**src/rtl/ack_bus_pkg.sv**
```systemverilog
// Shared types and constants for the ACK bus arbiter slice.
// Latency: n/a (declarations only); backpressure: n/a.
package ack_bus_pkg;

    typedef enum logic [0:0] {
        ST_IDLE  = 1'b0,
        ST_GRANT = 1'b1
    } arb_state_t;

    localparam int ARB_FIXED   = 0;
    localparam int ARB_RR      = 1;

    localparam int NUM_SRC_DEF = 4;

    // Source IDs of the original 4-source ACK bus, kept so that legacy
    // integration code can name requesters symbolically.
    localparam int ID_MEM  = 0;
    localparam int ID_SHA  = 1;
    localparam int ID_AES  = 2;
    localparam int ID_CTRL = 3;

endpackage

```
**src/rtl/ack_prio_pick.sv**
```systemverilog
// Rotating priority picker: first set request at or above start, wrapping.
// Latency: combinational; backpressure: none (pure function of inputs).
module ack_prio_pick
    import ack_bus_pkg::*;
#(
    parameter int NUM_SRC = NUM_SRC_DEF,
    parameter int ID_W    = $clog2(NUM_SRC)
) (
    input  logic [NUM_SRC-1:0] req,
    input  logic [ID_W-1:0]    start,
    output logic               found,
    output logic [ID_W-1:0]    winner
);

    // Modulo add that also works when NUM_SRC is not a power of two.
    function automatic logic [ID_W-1:0] wrap_add(input logic [ID_W-1:0] base, input int offs);
        int sum;
        sum = int'(base) + offs;
        if (sum >= NUM_SRC) begin
            sum = sum - NUM_SRC;
        end
        return ID_W'(sum);
    endfunction

    always_comb begin
        found  = 1'b0;
        winner = '0;
        for (int i = 0; i < NUM_SRC; i++) begin
            if (!found && req[wrap_add(start, i)]) begin
                found  = 1'b1;
                winner = wrap_add(start, i);
            end
        end
    end

endmodule

```
**src/rtl/ack_bus_rr_arbiter.sv**
```systemverilog
// Shared ACK channel arbiter: registered one-hot grant held until done, abort or timeout.
// Latency: grant 1 cycle after req sampled in IDLE; backpressure: no preemption, one IDLE bubble between grants.
module ack_bus_rr_arbiter
    import ack_bus_pkg::*;
#(
    parameter int NUM_SRC  = NUM_SRC_DEF,
    parameter int ID_W     = $clog2(NUM_SRC),
    parameter int RR_MODE  = ARB_FIXED,
    parameter int HOLD_MAX = 255,
    parameter int CNT_W    = 8
) (
    input  logic               clk,
    input  logic               rst_n,
    input  logic [NUM_SRC-1:0] req,
    input  logic [NUM_SRC-1:0] ack_done,
    output logic [NUM_SRC-1:0] ack_ready,
    output logic               grant_valid,
    output logic [ID_W-1:0]    winner_source_id,
    output logic               ack_event,
    output logic [ID_W-1:0]    ack_id,
    output logic               timeout
);

    localparam logic [CNT_W-1:0] HOLD_LAST = CNT_W'((HOLD_MAX == 0) ? 0 : HOLD_MAX - 1);
    localparam logic [CNT_W-1:0] CNT_SAT   = {CNT_W{1'b1}};
    localparam logic [NUM_SRC-1:0] ONE_HOT0 = {{(NUM_SRC-1){1'b0}}, 1'b1};

    arb_state_t         state_q, state_d;
    logic [NUM_SRC-1:0] grant_q, grant_d;
    logic [ID_W-1:0]    win_q, win_d;
    logic               event_q, event_d;
    logic [ID_W-1:0]    id_q, id_d;
    logic               to_q, to_d;
    logic [CNT_W-1:0]   cnt_q, cnt_d;
    logic [ID_W-1:0]    start_q, start_d;

    logic [ID_W-1:0]    pick_start;
    logic               pick_found;
    logic [ID_W-1:0]    pick_idx;
    logic               cur_done;
    logic               cur_req;
    logic               hold_expired;
    logic [ID_W-1:0]    win_next;

    // Fixed mode always searches from index 0, mirroring wired-AND bus priority.
    assign pick_start = (RR_MODE == ARB_RR) ? start_q : '0;

    ack_prio_pick #(
        .NUM_SRC (NUM_SRC),
        .ID_W    (ID_W)
    ) u_pick (
        .req    (req),
        .start  (pick_start),
        .found  (pick_found),
        .winner (pick_idx)
    );

    assign cur_done     = ack_done[win_q];
    assign cur_req      = req[win_q];
    assign hold_expired = (HOLD_MAX != 0) && (cnt_q == HOLD_LAST);
    assign win_next     = (int'(win_q) == NUM_SRC - 1) ? '0 : win_q + 1'b1;

    always_ff @(posedge clk or negedge rst_n) begin
        if (!rst_n) begin
            state_q <= ST_IDLE;
            grant_q <= '0;
            win_q   <= '0;
            event_q <= 1'b0;
            id_q    <= '0;
            to_q    <= 1'b0;
            cnt_q   <= '0;
            start_q <= '0;
        end else begin
            state_q <= state_d;
            grant_q <= grant_d;
            win_q   <= win_d;
            event_q <= event_d;
            id_q    <= id_d;
            to_q    <= to_d;
            cnt_q   <= cnt_d;
            start_q <= start_d;
        end
    end

    always_comb begin
        state_d = state_q;
        grant_d = grant_q;
        win_d   = win_q;
        event_d = 1'b0;
        id_d    = id_q;
        to_d    = 1'b0;
        cnt_d   = cnt_q;
        start_d = start_q;

        case (state_q)
            ST_IDLE: begin
                if (pick_found) begin
                    state_d = ST_GRANT;
                    grant_d = ONE_HOT0 << pick_idx;
                    win_d   = pick_idx;
                    cnt_d   = '0;
                end
            end

            ST_GRANT: begin
                if (cnt_q != CNT_SAT) begin
                    cnt_d = cnt_q + 1'b1;
                end
                // Completion beats both abort and timeout; abort beats timeout.
                if (cur_done || !cur_req || hold_expired) begin
                    state_d = ST_IDLE;
                    grant_d = '0;
                    start_d = win_next;
                    if (cur_done) begin
                        event_d = 1'b1;
                        id_d    = win_q;
                    end else if (cur_req) begin
                        to_d = 1'b1;
                    end
                end
            end

            default: begin
                state_d = ST_IDLE;
                grant_d = '0;
            end
        endcase
    end

    assign ack_ready        = grant_q;
    assign grant_valid      = |grant_q;
    assign winner_source_id = win_q;
    assign ack_event        = event_q;
    assign ack_id           = id_q;
    assign timeout          = to_q;

endmodule
```
**config.mk**
```make
export PLATFORM = sky130hd
export DESIGN_NAME = ack_bus_rr_arbiter
export DESIGN_NICKNAME = d
export VERILOG_FILES = /design/src/rtl/ack_bus_pkg.sv /design/src/rtl/ack_prio_pick.sv /design/src/rtl/ack_bus_rr_arbiter.sv
export SDC_FILE = /design/constraint.sdc
export NUM_CORES = 1
export LEC_CHECK = 0
export CORE_MARGIN = 4
export CORE_UTILIZATION = 47
export CTS_BUF_LIST = sky130_fd_sc_hd__clkbuf_4 sky130_fd_sc_hd__clkbuf_8
export CTS_CLUSTER_DIAMETER = 200
export DETAILED_ROUTE_END_ITERATION = 16
export GPL_ROUTABILITY_DRIVEN = 1
export PLACE_DENSITY = 0.83
export SLEW_MARGIN = 10
export SYNTH_ARGS = -nofsm -noshare
export SYNTH_HDL_FRONTEND = slang
export SYNTH_HIERARCHICAL = 1
export SYNTH_SLANG_ARGS = --single-unit
```
**constraint.sdc**
```tcl
create_clock -name clk -period 1.7 [get_ports clk]
set_input_delay 0.255 -clock clk [delete_from_list [all_inputs] [get_ports clk]]
set_output_delay 0.255 -clock clk [all_outputs]
set_load 0.1 [all_outputs]
```
# Yosys cells after proc, flatten, opt, wreduce, memory -nomap -nowiden
# Cells that the tools add are included.
# totals
regBits	19
latchBits	0
ram_bits	0
romBits	0
input_bits	10
output_inout_bits	11
elab_cells	57
memories	0
# op_classes
add_sub_neg	1
n_mul	0
div_mod_pow	0
n_lt_le_gt_ge	1
n_eq_ne	5
shift	1
muxes	27
n_bitwise	1
n_reduce_logical	14
# ops
cell	n
$mux 1	16
$mux 8	2
$pmux 8 s2	1
$add 8x1->8 const B	1
$eq 8x8->1 const B	1
$mux 4	2
$ne 8x8->1 const B	1
$pmux 4 s2	1
$reduce_and 2->1	3
$bmux 1 s2	2
$logic_not 1->1	4
$mux 2	2
$ne 2x1->1 const B	2
$reduce_or 4->1	1
$shl 1x2->4 const A	1
$logic_and 1x1->1	3
$lt 2x3->1 const B	1
$reduce_and 3->1	1
$logic_or 1x1->1	2
$ne 2x2->1 const B	1
$pmux 1 s2	1
$not 1->1	1

# Depth between registers and ports, before layout
# Gate-level depths: netlist (run 1).
# logic_depth
depth_word	13
mapped_depth	6
mapped_depth_nobuf	6

# By module
# The synthesis (run 1) kept the hierarchy.
# modules_own_cells
mod	instances	cells_each	area_each_um2	seq_area_each_um2
ack_bus_rr_arbiter	1	93	974.7	475.5
ack_prio_pick	1	15	77.6	0.0

# Worst setup path after synthesis (run 1)
# No wires, ideal clock.
# synth_path
kind	register to register
from	reg win_q[0] (netlist: winner_source_id[0])
to	reg id_q[1] (netlist: ack_id[1])
setup_ns	0.126
arrival_time_ns	2.036
required_time_ns	1.574
setup_slack_ns	-0.462
stages_incl_launch_ff	4
path_buffers	0
synth_period_minus_slack_ns	2.162
path_cell_list	dfrtp_1 > mux4_2 > nand2_1 > mux2_2
# synth_via
elab_chain_cells	6
elab_cells_between_ends	8
cone_classes	mux (4); reduce/logical (4)
# synth_lines
item	line	text
start, declared	ack_bus_rr_arbiter.sv:30	logic [ID_W-1:0] win_q, win_d;
start signal, assigned	ack_bus_rr_arbiter.sv:76	win_q <= win_d;
$bmux 1 s2	ack_bus_rr_arbiter.sv:59	assign cur_req = req[win_q];
$mux 1 (implied by the code)	ack_bus_rr_arbiter.sv:59	
$logic_not 1->1	ack_bus_rr_arbiter.sv:110	if (cur_done || !cur_req || hold_expired) begin
$logic_or 1x1->1 (2 in a row)	ack_bus_rr_arbiter.sv:110	
$reduce_and 3->1 (no line) *	-	
end signal, assigned	ack_bus_rr_arbiter.sv:78	id_q <= id_d;
end, declared	ack_bus_rr_arbiter.sv:32	logic [ID_W-1:0] id_q, id_d;
# Every way passes the cells marked *; elsewhere a longest branch is shown, timed or not. The select of a mux whose other input is x is not followed.
# A chain may end at the register's enable or synchronous reset.

# Worst setup path in the final report (run 1)
# layout_path
from	reg grant_q[1] (netlist: ack_ready[1])
to	out grant_valid
# layout_via
elab_chain_cells	1
# layout_lines
item	line	text
start, declared	ack_bus_rr_arbiter.sv:29	logic [NUM_SRC-1:0] grant_q, grant_d;
start signal, assigned	ack_bus_rr_arbiter.sv:75	grant_q <= grant_d;
$reduce_or 4->1	ack_bus_rr_arbiter.sv:131	assign grant_valid = |grant_q;
end, declared	ack_bus_rr_arbiter.sv:17	output logic grant_valid,
# Every way passes these cells.

==> results of run 1 <==
worst max path at each step:
stage / depth (start not counted) / startpoint / end
floorplan: 3 / winner_source_id[0] / ack_id[0]
global placement: 7 / req[0] / cnt_q[5]
detailed placement: 7 / req[1] / ack_ready[1]
CTS: 2 / ack_ready[1] / grant_valid
global route: 2 / ack_ready[1] / grant_valid
finish: 2 / ack_ready[1] / grant_valid
through the flow:
step                worst slack (ns)  instance area, um^2
floorplan                    -0.0245                 1090
global placement              -0.207                 1570
detailed placement            -0.294                 1570
CTS                          -0.0129                 1610
global route                 -0.0406                 1620
finish                      -0.00326                 1620
cells in the mapped netlist (2+ instances only):
cell type	instances
or4_1	2
nand2b_1	3
nor3_1	3
nand4_1	3
dfrtp_1	19
mux2i_1	2
inv_1	7
o21ai_0	4
mux2_2	3
o31ai_1	3
nor3b_1	3
nor2_1	2
o211ai_1	2
nand3_1	6
ha_1	2
o2bb2ai_1	4
nand2_1	9
a21oi_1	12
power groups by stage:
stage / clock network (uW) / registers, uW / logic, uW
after global placement: 0 / 791 / 1700
after floorplan: 0 / 1290 / 545
after global routing: 264 / 800 / 1870
final: 229 / 780 / 1790
after detailed placement: 0 / 802 / 1740
after CTS: 239 / 782 / 1780
critical path, stage by stage, from the launching register on:
cell     delay [ns]
dfrtp_2        0.42
or4_4          0.54
buf_12         0.18
logic make-up after synthesis:
group / count (synthesis) / share of synthesized area
AOI/OAI and AO/OA: 31 / 0.191
other: 1 / 0.00356
adders and majority gates: 2 / 0.0238
DFF: 19 / 0.452
buffers and inverters: 10 / 0.0369
muxes: 6 / 0.0725
and+or+nand+nor: 39 / 0.220
cell type report:
type,count,area share
Tap cell,27,0.0208
Clock buffer,3,0.0139
Sequential cell,19,0.299
Multi-Input combinational cell,85,0.353
Clock inverter,1,0.00308
Inverter,9,0.0208
Timing Repair Buffer,41,0.290
registers in the layout, summed over array words and instances (netlist names):
signal            cells
ack_ready             4
ack_event             1
cnt_q                 8
winner_source_id      2
timeout               1
ack_id                2
state_q               1
metal layers:
| layer | up-vias | part of all wire | wire, um | GRT usage |
|---|---|---|---|---|
| li1 | 494 | - | - | - |
| met5 | - | 0 | 0 | 0 |
| met2 | 21 | 0.53 | 1420 | 0.319 |
| met4 | 0 | 0.019 | 51 | 0.0938 |
| met3 | 5 | 0.050 | 133 | 0.0513 |
| met1 | 507 | 0.40 | 1060 | 0.199 |
what timing repair did:
action,CTS,global route
setup buffers,2,1
hold buffers,0,0
resized for setup,0,3
endpoints found under the setup margin,1,6
==> impl_metrics.toml, run 1 <==
[place]
place_congestion = 0.817
port_buffers = 20
hpwl_mm = 2.07
place_inst = 178

[synth]
ys.flop_type = "dfrtp_1"
syn_inst = 108
postSynth.asyncResetShare = 1.00
seq_area_frac_synth = 0.452
syn_avg_cell_area_um2 = 9.74
synth-seq-cells = 19
synth.cell_area_um2 = 1050
synth.area.top_cells = "dfrtp_1 45%, a21oi_1 5.7%, o2bb2ai_1 3.3%"
ys.warnings.count = 6
synth-edff-count = 0
synth_top_cell_by_area = "dfrtp_1"
synth.top_cell.area_share = 0.452
synth_cell_types = 37

[pwr]
vdd_drop_max_v = 0.00192
p_clk_frac = 0.082
leakagePower_uw = 0.000739
p_switching_uw = 1410
power_density_nw_per_um2 = 1730
switching_share = 0.502
internal-power_uw = 1400
power_uw = 2800
seq_power_share = 0.278
p_comb_frac = 0.640

[global_route]
antenna_found_initial = 0
grt_max_degree = 20
grt_util_all_layers = 0.182
grt_overflow = 0
grt_pass1_wl_mm = 4.51
grt_pass1_vias = 1002

[drt]
totalWireLength_mm = 2.66
viasPerCell = 5.55
first_pass_iters = 4
drc = 0
dr.first_iter.drc_count = 23
wl_per_cell_um = 14.4
vias = 1027
ant_nets = 0

[flow_run]
drv_cap = 0

[floorplanning]
rows = 16
io_pins = 21
die_h_um = 55.3
core_um2 = 2040
start_util = 0.515
die_w_um = 55.3
die_area_um2 = 3060

[worst_setup_path]
path_class = "reg -> out"
ff2ff_setup_slack_ns = 0.09
worst-path-max-fanout = 2
ff2ff_path_depth = 5
r2r-start = "cnt_q[1]"
reg2reg_to = "cnt_q[3]"
critPathRequiredTime_ns = 1.44
critPathLaunchType = "register"
worstSetupEndpointType = "primary output"
cp.arrival_ns = 1.45

[finish]
area.growth.synth_to_final_pct = 54.3
nFillCells = 137
layout_common_cells = "21 x buf_4, 13 x dfrtp_1, 11 x a21oi_1, 11 x buf_12"
fin_util = 0.795
layout-drive-gt1-share = 0.361
nNetsFinal = 171
diodes = 0
regArea_um2 = 485
fin_cells = 185
layout_commonest_cell = "buf_4"
multiInputGateArea_um2 = 573

[cts]
root_buffer = "clkbuf_4"
h-tree-depth = 1
clk_pin_slew_worst_paths_ns = 0.11
cts.sinks = 19
cts_tree = "built"
clk_latency_ns = 0.30
cts_buffers = 3
cts_max_path_buffers = 2

[run_status]
status = "complete, but fails checks"
violations = "setup timing"

[timing]
drv_slew = 0
holdWs_ns = 0.276
period_needed_ns = 1.70
post-route-period-util = 1.00
hold_violations = 0
fin_tns_setup_ns = -0.00326
setup_ws_ns = -0.00326
setup_violations = 1
rsz0062_at_grt = "yes"
skew_ns = 0.00243
max_freq_mhz = 587

[min_path]
min_path_type = "in -> async"
No activity file was read; power rests on OpenSTA's default activity.
==> run 2, diff against run 1 <==
HOLD_SLACK_MARGIN = 0.05   (was not set)
==> results of run 2 <==
Same layout as run 1: the final DEF is identical, and so are final timing and power.
==> run 3, diff against run 2 <==
GPL_TIMING_DRIVEN = 1   (was not set)
==> results of run 3 <==
Same layout as run 1: the final DEF is identical, and so are final timing and power.
